--- src/rtl/alu_pipe_core.sv ---
// alu_pipe_core: pipelined valid/ready ALU with carry/zero/overflow flags,
// sticky overflow status and a wrapping count of delivered results.
module alu_pipe_core #(
  parameter int WIDTH   = 8,
  parameter int DEPTH   = 3,
  parameter int LATENCY = 2,
  parameter int COUNT_W = 16
) (
  input  logic               clk,
  input  logic               rst_n,
  input  logic               in_valid,
  output logic               in_ready,
  input  logic [WIDTH-1:0]   operand_a,
  input  logic [WIDTH-1:0]   operand_b,
  input  logic [DEPTH-1:0]   opcode,
  output logic               out_valid,
  input  logic               out_ready,
  output logic [WIDTH-1:0]   y,
  output logic               carry,
  output logic               zero,
  output logic               overflow,
  input  logic               clr_sticky,
  output logic               sticky_ovf,
  output logic [COUNT_W-1:0] op_count
);
  localparam int SW = $clog2(WIDTH);
  localparam int P  = WIDTH + 4;
  localparam int M  = WIDTH - 1;
  logic [WIDTH:0] sum, dif, shl, shr;
  logic [WIDTH-1:0] r;
  logic c, o, advance, deliver;
  logic [P-1:0] in_word;
  logic [LATENCY-1:0][P-1:0] regs, nxt;
  always_comb begin
    sum = {1'b0, operand_a} + {1'b0, operand_b};
    dif = {1'b0, operand_a} - {1'b0, operand_b};
    // one extra bit on the far side of each shift catches the last bit shifted out
    shl = {1'b0, operand_a} << operand_b[SW-1:0];
    shr = {operand_a, 1'b0} >> operand_b[SW-1:0];
    r = operand_a;
    c = 1'b0;
    o = 1'b0;
    case (opcode)
      DEPTH'(0): begin
        r = sum[M:0];
        c = sum[WIDTH];
        o = (operand_a[M] == operand_b[M]) & (sum[M] != operand_a[M]);
      end
      DEPTH'(1): begin
        r = dif[M:0];
        c = dif[WIDTH];
        o = (operand_a[M] != operand_b[M]) & (dif[M] != operand_a[M]);
      end
      DEPTH'(2): r = operand_a & operand_b;
      DEPTH'(3): r = operand_a | operand_b;
      DEPTH'(4): r = operand_a ^ operand_b;
      DEPTH'(5): {c, r} = shl;
      DEPTH'(6): {r, c} = shr;
      default: ;
    endcase
  end
  assign in_word  = {in_valid, c, r == '0, o, r};
  assign advance  = !out_valid | out_ready;
  assign in_ready = advance;
  assign deliver  = out_valid & out_ready;
  assign {out_valid, carry, zero, overflow, y} = regs[LATENCY-1];
  if (LATENCY == 1) begin : g_one
    assign nxt = in_word;
  end else begin : g_many
    assign nxt = {regs[LATENCY-2:0], in_word};
  end
  always_ff @(posedge clk) begin
    if (!rst_n) begin
      regs       <= '0;
      sticky_ovf <= 1'b0;
      op_count   <= '0;
    end else begin
      if (advance) regs <= nxt;
      sticky_ovf <= (deliver & overflow) | (sticky_ovf & !clr_sticky);
      op_count   <= op_count + COUNT_W'(deliver);
    end
  end
endmodule
--- config.mk ---
export PLATFORM = sky130hd
export DESIGN_NAME = alu_pipe_core
export DESIGN_NICKNAME = d
export VERILOG_FILES = /design/src/rtl/alu_pipe_core.sv
export SDC_FILE = /design/constraint.sdc
export NUM_CORES = 1
export LEC_CHECK = 0
export ABC_AREA = 1
export CAP_MARGIN = 40
export CORE_ASPECT_RATIO = 0.8
export CORE_MARGIN = 8
export CORE_UTILIZATION = 40
export CTS_BUF_LIST = sky130_fd_sc_hd__clkbuf_4
export DETAILED_ROUTE_END_ITERATION = 10
export GPL_TIMING_DRIVEN = 0
export MAX_ROUTING_LAYER = met4
export PLACE_DENSITY_LB_ADDON = 0.1
export SETUP_SLACK_MARGIN = 0.5
export SYNTH_ARGS = -nofsm -noshare
export SYNTH_HDL_FRONTEND = slang
export SYNTH_SLANG_ARGS = --single-unit
--- constraint.sdc ---
create_clock -name clk -period 4.55 [get_ports clk]
set_input_delay 0.91 -clock clk [delete_from_list [all_inputs] [get_ports clk]]
set_output_delay 0.91 -clock clk [all_outputs]
set_load 0.02 [all_outputs]
==> metrics.cfg, run 1 <==
[floorplan]
fp.dieArea_mm2 = 0.01159
initial_core_util_pct = 40.44
num_io_pins = 54
rows = 30
core_mm2 = 0.008295
die_w_um = 118.4
die_h_um = 97.91

[cts]
hold_buffers = 0
h-tree-depth = 2
clk_path_buf_depth = 2
clock_sinks = 41
clkTransAtPathRegs_ps = 120
tritoncts = built
cts_root_buffer = clkbuf_4
cts_buffers = 5
clock_latency_ps = 350

[placement]
place_inst = 727
dpl.hpwl_um = 8206
gp_congestion = 0.9166
port_buffers = 51
placed_cell_area_mm2 = 0.004005

[critical_path]
cp_max_fo = 10
critPathMaxStageDelay_ps = 650
critPathLaunchType = input pin
critPathBufInv = 5
path_delay_family = buffers and inverters
cp_data_arrival_time_ps = 2910
worstSetupPathType = input pin to output pin
end_kind = output pin
crit_slowest_cell = clkdlybuf4s50_1
path_cells = clkdlybuf4s50_1 > nor2_2 > inv_1 > clkbuf_1 > clkbuf_2 > clkdlybuf4s50_1
worstPathRequired_ps = 3640
cp_common_cell = clkdlybuf4s50_1

[synthesis]
syn_area_mm2 = 0.003354
syn_nets = 617
yosysSeqAreaShare_pct = 24.47
ys.flop_type = dfxtp_1
synth.distinct_cells = 33
post_synth.cell_area_avg_um2 = 5.948
yosys_warnings = 0
ys_ff_latch = 41
synthArstFlopShare_pct = 0
synth-edff-count = 0
synth_cells = 564

[finish]
n_antenna_cell = 0
area_growth_pct = 21.86
final_core_util_pct = 49.28
fillers = 909
fin_nets = 675
final_area_mm2 = 0.004088
drive_gt1_share_pct = 3.692
instances_no_fill = 735

[pwr]
pwr-share-clk_pct = 26.7
p_sw_share_pct = 33.55
leakage_nw = 1.967
p_sw_mw = 0.3013
p_seq_share_pct = 42.9
p_comb_share_pct = 30.4
p_int_mw = 0.5968
p_per_area_mw_per_mm2 = 219.7
peakVddDrop_v = 0.0001248

[run_status]
status = completed

[timing]
min_period_ps = 3816
fin_crit_sh_pct = 83.86
max-slew-margin-rel_pct = 56.84
rsz0062_at_grt = no
slew_viol_final = 0
setup_tns_ps = 0
setup_viol = 0
worst_slew_pin_slew_ps = 645.0
finalHoldViolCount = 0
finClkSkew_ps = 6.300
timing.fmax_mhz = 262.1

[detailed_routing]
wire_per_inst_um = 13.64
avgViaCountPerCell = 5.026
num_vias = 3694
ant_nets = 0
route.detailed.drc = 0
first_iter_violations = 314
drt-total-wl_um = 10030
drt_pass1_iterations = 4

[flow_run]
cap_violations = 0

[grt]
grt_pass1_vias = 3497
grt_util_all_layers_pct = 18.14
grt_max_degree = 13
overflow = 0
grt_antenna_before_repair = 0
grt_pass1_wl_um = 17160

[min_path]
hp-class = register to register

## cell usage after synthesis (2+ instances only)
cell,count,area share (%)
nand3_1,76,11
nand2_1,143,16
nor2_2,3,0.56
o22ai_1,2,0.37
nor2_1,78,8.7
clkbuf_1,11,1.2
nor3_1,7,1.0
o21ai_0,32,4.8
ha_1,27,10
inv_2,2,0.22
nor3b_1,2,0.45
a21oi_1,32,4.8
buf_2,5,0.75
nand4_1,9,1.7
inv_1,75,8.4
dfxtp_1,41,24
xor2_1,2,0.52
fa_1,2,1.2
## power groups by stage
| stage | registers [mW] | logic, mW | clock network, mW |
|---|---|---|---|
| 2_1_floorplan | 0.402 | 0.165 | 0 |
| 6_report | 0.385 | 0.273 | 0.240 |
| 5_1_grt | 0.388 | 0.311 | 0.262 |
| 3_5_place_dp | 0.394 | 0.270 | 0 |
| 4_1_cts | 0.385 | 0.271 | 0.245 |
| 3_3_place_gp | 0.393 | 0.268 | 0 |
## cells by family (layout without fill, tap and decap cells)
logic type | after synthesis | in the layout | share of synthesized area (%)
adder cells (fa/ha/maj) | 29 | 29 | 11.26
buffers and inverters | 96 | 155 | 11.26
AND/OR/NAND/NOR | 323 | 323 | 40.92
XOR/XNOR | 3 | 3 | 0.7834
flip-flops | 41 | 41 | 24.47
AO/OA/AOI/OAI | 72 | 72 | 11.30
## path summary, 6_finish.rpt
check / start / to / slack, ps / depth (start not counted)
max reg2reg: out_valid / op_count[14] / 2220 / 12
min: nxt[23] / nxt[23] / 470 / 2
max: out_ready / in_ready / 730 / 6
min reg2reg: nxt[23] / nxt[23] / 470 / 2
## metrics by stage
| stage | hold slack, ps | worst slack [ps] | total power [mW] |
|---|---|---|---|
| floorplan | 429.7 | 1903 | 0.5668 |
| global placement | 442.2 | 536.6 | 0.6606 |
| detailed placement | 448.9 | 515.9 | 0.6635 |
| CTS | 467.6 | 500.6 | 0.9018 |
| global route | 497.1 | 613.1 | 0.9599 |
| finish | 466.0 | 734.2 | 0.8981 |
## area by class of cell
type | instances | area [um^2] | share of cell area (%)
clock inverter | 2 | 33.78 | 0.8264
inverter | 78 | 292.8 | 7.163
tap | 112 | 140.1 | 3.428
sequential | 41 | 820.8 | 20.08
timing repair buffer | 51 | 510.5 | 12.49
clock buffer | 6 | 45.04 | 1.102
multi-input combinational | 427 | 2158 | 52.80
buffer | 18 | 86.33 | 2.112
## cells in the final DEF (no fill, tap or decap), types with 9 or more instances in the layout
master	synthesis	final
nand2_1	143	143
nor2_1	78	77
nand3_1	76	76
inv_1	75	75
clkdlybuf4s50_1	0	51
dfxtp_1	41	41
o21ai_0	32	32
a21oi_1	32	32
ha_1	27	27
clkbuf_1	11	10
nand4_1	9	9
## worst register-to-register path, stage by stage, from the launching register on
cell and delay (ps):
dfxtp_1 370, nand2_1 60, inv_1 70, ha_1 190, ha_1 200, nand3_1 130, nor3_1 240, nand3_1 160
inv_1 100, nand4_1 140, nor3_1 290, and3_2 230, nor3_1 40
## flip-flops by register name (all words and copies together) (netlist names)
signal      cells
carry           1
nxt            12
op_count       16
out_valid       1
overflow        1
sticky_ovf      1
y               8
zero            1
## layer usage
layer	GRT usage (%)	wire, um	part of all wire (%)
met1	25.90	5216	52
met2	26.08	4059	40
met3	3.518	670	6.7
met4	3.007	79	0.79
met5	-	0	0
## timing repair
action | CTS | global route
gates resized for setup | 0 | 3
setup endpoints to repair | 0 | 1
buffers inserted | 0 | 0
(Power assumes the default switching activity.)
==> run 2, diff against run 1 <==
clock period = 3.2 ns   (was 4.55 ns; I/O delays follow)
==> run 2 against run 1 <==
Core utilization up 1.1 points. Largest power group unchanged. Die area unchanged. Non-clock buffer count up 1. Highest routed layer unchanged. Sequential share of layout area down 0.44 points. Combinational power up 45%. First-iteration DRC count up 5.1%. Cell count up 0.14%. Sequential cell count unchanged.
==> metrics.cfg, run 2 (synthesis results as in run 1) <==
[detailed_routing]
num_vias = 3752  ; +1.6%
first_iter_violations = 330  ; +5.1%
route.detailed.drc = 0  ; unchanged
drt-total-wl_um = 10250  ; +2.2%
wire_per_inst_um = 13.92  ; +2.1%
drt_pass1_iterations = 5  ; +1
ant_nets = 0  ; unchanged
avgViaCountPerCell = 5.098  ; +1.4%

[critical_path]
critPathLaunchType = input pin
crit_start = operand_a[7]
reg2reg_from = out_valid
end_kind = register
worstSetupPathType = input pin to register
cp_max_fo = 9  ; -1
worstPathRequired_ps = 3480  ; -160 ps
cp_data_arrival_time_ps = 2840  ; -70 ps

[grt]
grt_max_degree = 13  ; unchanged
overflow = 0  ; unchanged
grt_pass1_wl_um = 17190  ; +0.16%
grt_pass1_vias = 3499  ; +0.057%
grt_antenna_before_repair = 0  ; unchanged
grt_util_all_layers_pct = 18.19  ; +0.050 points

[floorplan]
fp.dieArea_mm2 = 0.01159  ; unchanged
core_mm2 = 0.008295  ; unchanged
die_w_um = 118.4  ; unchanged
initial_core_util_pct = 40.44  ; unchanged
die_h_um = 97.91  ; unchanged
rows = 30  ; unchanged
num_io_pins = 54  ; unchanged

[timing]
rsz0062_at_grt = yes
slew_viol_final = 0  ; unchanged
finalHoldViolCount = 0  ; unchanged
setup_tns_ps = 0  ; unchanged
min_period_ps = 2559
max-slew-margin-rel_pct = 55.90  ; -0.94 points
finalWorstSetupSlack_ps = 641.0  ; -93.13 ps
timing.fmax_mhz = 390.8
worst_slew_pin_slew_ps = 659.0  ; +14.04 ps
setup_viol = 0  ; unchanged
finClkSkew_ps = 9.300  ; +3.000 ps
fin_crit_sh_pct = 79.97

[pwr]
leakage_nw = 2.059  ; +4.7%
p_per_area_mw_per_mm2 = 307.9  ; +40%
power_mw = 1.287  ; +43%
peakVddDrop_v = 0.0001778  ; +43%

[cts]
cts_buffers = 5  ; unchanged
cts_root_buffer = clkbuf_4
hold_buffers = 0  ; unchanged
clock_sinks = 41  ; unchanged
h-tree-depth = 2  ; unchanged
clkTransAtPathRegs_ps = 120  ; about the same
clk_path_buf_depth = 2  ; unchanged
tritoncts = built
clock_latency_ps = 350  ; about the same

[finish]
multiInputGateArea_mm2 = 0.002221  ; +2.9%
n_antenna_cell = 0  ; unchanged
regArea_um2 = 820.8  ; unchanged
drive_gt1_share_pct = 7.051  ; +3.4 points
largest_reg_flops = 16  ; unchanged
final_common_cell = nand2_1
fin_nets = 676  ; +0.15%
fillers = 907  ; -0.22%
final_core_util_pct = 50.39  ; +1.1 points
area_growth_pct = 24.62
largest-register = op_count
most-common-layout-cells = 143 x nand2_1, 76 x nor2_1, 75 x inv_1, 73 x nand3_1, 41 x dfxtp_1

[min_path]
hp-class = register to register
hp-start = nxt[23]

[run_status]
status = completed

[flow_run]
cap_violations = 0  ; unchanged

[placement]
preCtsSetupSlack_ps = -294.1  ; -810.0 ps
dpl.hpwl_um = 8206  ; unchanged
gp_congestion = 0.9166  ; unchanged
port_buffers = 51  ; unchanged

[run 2: timing repair]
| item | CTS | global route |
|---|---|---|
| pin swaps | 1 | 3 |
| hold endpoints to repair | 0 | 0 |
| gates resized for setup | 17 | 30 |
| endpoints found under the setup margin | 8 | 8 |
| setup buffers | 1 | 0 |
[run 2: stage by stage]
stage	cells	instance area, um^2	hold WS (ps)
after global placement	727	4005	442.2
after floorplan	564	3354	429.7
after detailed placement	727	4005	448.9
after CTS	736	4114	467.6
after global routing	736	4180	497.1
final	736	4180	465.5
[run 2: final timing paths]
kind         cells after the start      endpoint  slack [ps]
min                              2       nxt[23]         470
max                             10       nxt[22]         640
min reg2reg                      2       nxt[23]         470
max reg2reg                     12  op_count[14]         990
[run 2: layout make-up]
class | instances | share of cell area [%]
Timing Repair Buffer | 52 | 12.57
Tap cell | 112 | 3.352
Sequential cell | 41 | 19.63
Clock buffer | 6 | 1.078
Clock inverter | 2 | 0.8081
Inverter | 78 | 7.124
Buffer | 18 | 2.305
Multi-Input combinational cell | 427 | 53.13
[run 2: metal layers]
metal	track usage (%)	part of all wire, %	routed length (um)
met3	3.518	7.3	747
met1	25.94	51	5228
met5	-	0	0
met4	3.007	0.95	97
met2	26.21	41	4172
[run 2: critical path: stages]
cell and delay (ps):
clkdlybuf4s50_1 640, inv_1 150, ha_1 300, clkbuf_2 210
inv_1 110, o311ai_0 330, nand2_1 80, o21ai_0 160
o21ai_1 110, a21oi_1 120
[run 2: power breakdown]
group	total [mW]	switching (mW)	internal, mW
clock	0.344	0.172	0.171
sequential	0.548	0.0118	0.536
combinational	0.396	0.252	0.144
total	1.29	0.436	0.851
==> run 3, diff against run 2 <==
clock period = 2.1 ns   (was 3.2 ns; I/O delays follow)
==> run 3 against run 2 <==
Via count rose by 9.0%. Largest power group is now combinational cells. Clock skew fell by 1.1 ps. Combinational power rose by 130%. Sequential share of layout area fell by 4.1 points. Die area did not move.
==> metrics.cfg, run 3 (synthesis results as in run 1) <==
[cts]
cts_root_buffer = clkbuf_4
clock_sinks = 41  ; unchanged
clkTransAtPathRegs_ps = 130  ; about the same
cts_buffers = 5  ; unchanged
clk_path_buf_depth = 2  ; unchanged
clock_latency_ps = 340  ; about the same
tritoncts = built
hold_buffers = 0  ; unchanged
h-tree-depth = 2  ; unchanged

[detailed_routing]
wire_per_inst_um = 14.67  ; +5.4%
first_iter_violations = 291  ; -12%
drt-total-wl_um = 11700  ; +14%
drt_pass1_iterations = 5  ; unchanged
route.detailed.drc = 0  ; unchanged
num_vias = 4088  ; +9.0%
ant_nets = 0  ; unchanged
avgViaCountPerCell = 5.129  ; +0.62%

[finish]
largest-register = op_count
most-common-layout-cells = 109 x nand2_1, 58 x nand3_1, 55 x nor2_1, 50 x inv_1, 50 x buf_4
fin_nets = 736  ; +8.9%
final_common_cell = nand2_1
largest_reg_flops = 16  ; unchanged
drive_gt1_share_pct = 35.67  ; +29 points
area_growth_pct = 59.64

[critical_path]
worstSetupPathType = register to register
critPathMaxStageDelay_ps = 380  ; -260 ps
cp_data_arrival_time_ps = 2150  ; -690 ps
cp_max_fo = 3  ; -6
critPathLaunchType = register
path_cells = nand2_4 > inv_4 > ha_4 > ha_4 > nand3_4 > nor3_4 > nand3_2 > inv_2 > nand4_1 > nor3_2 > and3_4 > nor3_1
worstPathRequired_ps = 2310  ; -1170 ps
path_delay_family = simple AND/OR/NAND/NOR gates
critPathBufInv = 2  ; -2
crit_slowest_cell = dfxtp_4
cp_common_cell = ha_4
end_kind = register

[flow_run]
cap_violations = 0  ; unchanged

[grt]
met1_usage_pct = 27.38  ; +1.4 points
grt.met2_usage_pct = 29.13  ; +2.9 points
grt_max_degree = 13  ; unchanged
top_usage_layer = met2
overflow = 0  ; unchanged
grt_pass1_wl_um = 18520  ; +7.8%
grt_antenna_before_repair = 1  ; +1
grt_pass1_vias = 3771  ; +7.8%
met3_usage_pct = 2.999  ; -0.52 points
grt_util_all_layers_pct = 19.48  ; +1.3 points

[pwr]
p_per_area_mw_per_mm2 = 420.5  ; +37%
peakVddDrop_v = 0.0002706  ; +52%
leakage_nw = 2.605  ; +27%

[timing]
min_period_ps = 1930
timing.fmax_mhz = 518.0
rsz0062_at_grt = yes
setup_viol = 0  ; unchanged
whs_ps = 437.3  ; -28.16 ps
slew_viol_final = 0  ; unchanged
finalHoldViolCount = 0  ; unchanged
setup_tns_ps = 0  ; unchanged
finClkSkew_ps = 8.206  ; -1.094 ps
fin_crit_sh_pct = 91.92
max-slew-margin-rel_pct = 58.00  ; +2.1 points
worst_slew_pin_slew_ps = 629.9  ; -29.11 ps

[floorplan]
num_io_pins = 54  ; unchanged
rows = 30  ; unchanged
fp.dieArea_mm2 = 0.01159  ; unchanged
core_mm2 = 0.008295  ; unchanged
die_h_um = 97.91  ; unchanged
initial_core_util_pct = 40.44  ; unchanged
die_w_um = 118.4  ; unchanged

[run_status]
status = completed

[placement]
port_buffers = 51  ; unchanged
gp_congestion = 0.9047  ; -1.3%
dpl.hpwl_um = 8238  ; +0.39%

[min_path]
hp-class = input pin to register

==> run 3: changes by cell type in the layout (fill, tap and decap cells not counted), sizes merged, moves of 6 or more <==
| cell | delta |
|---|---|
| dlymetal6s2s | -6 |
| buf | +77 |
| dlygate4sd2 | +25 |
| clkdlybuf4s50 | -37 |
==> run 3: path summary, 6_finish.rpt <==
| kind | slack (ps) | end | from | cells after the start |
|---|---|---|---|---|
| worst max-delay path | 170 | op_count[14] | out_valid | 12 |
| worst min-delay path | 440 | nxt[18] | operand_a[6] | 3 |
| worst max register to register | 170 | op_count[14] | out_valid | 12 |
| worst min register to register | 470 | nxt[23] | nxt[23] | 2 |
==> run 3: worst register-to-register path, cell delays in order (launching register included) <==
cell and delay (ps):
dfxtp_4 380, nand2_4 50, inv_4 60, ha_4 150, ha_4 140, nand3_4 90
nor3_4 160, nand3_2 130, inv_2 80, nand4_1 130, nor3_2 200, and3_4 210
nor3_1 40
==> run 3: final cells by class <==
cell class / count / area [um^2]
fill: 777 / 2940
sequential: 41 / 829.5
tap: 112 / 140.1
clock inverter: 2 / 33.78
multi-input combinational: 427 / 2759
clock buffer: 6 / 45.04
antenna: 1 / 2.502
timing repair buffer: 112 / 1017
inverter: 78 / 345.3
buffer: 18 / 182.7
==> run 3: report_power, final <==
| part | leakage [nW] | internal (mW) | switching, mW |
|---|---|---|---|
| Combinational | 2.22 | 0.391 | 0.505 |
| Clock | 0.0433 | 0.261 | 0.260 |
| Sequential | 0.337 | 0.816 | 0.0189 |
==> run 3: through the flow <==
| stage | util (%) | setup slack, ps | area, um^2 | total power [mW] | std cells |
|---|---|---|---|---|---|
| 2_1_floorplan | - | 179.1 | 3606 | 1.279 | 564 |
| 3_3_place_gp | 51.31 | -972.8 | 4257 | 1.493 | 727 |
| 3_5_place_dp | 51.31 | -940.3 | 4257 | 1.500 | 727 |
| 4_1_cts | 60.03 | 61.86 | 4980 | 2.142 | 775 |
| 5_1_grt | 64.56 | 15.38 | 5355 | 2.386 | 797 |
| 6_report | 64.56 | 169.6 | 5355 | 2.252 | 797 |
==> run 3: metal layers <==
metal  up-vias  share of wire, %
met3         4               7.2
li1       2053                 -
met2       140                45
met5         -                 0
met4         0              0.52
met1      1891                47
==> run 3: timing repair <==
item | CTS | global route
cloned | 0 | 1
pin swaps | 64 | 47
buffers inserted | 40 | 20
setup endpoints to repair | 60 | 24
resized for setup | 230 | 77
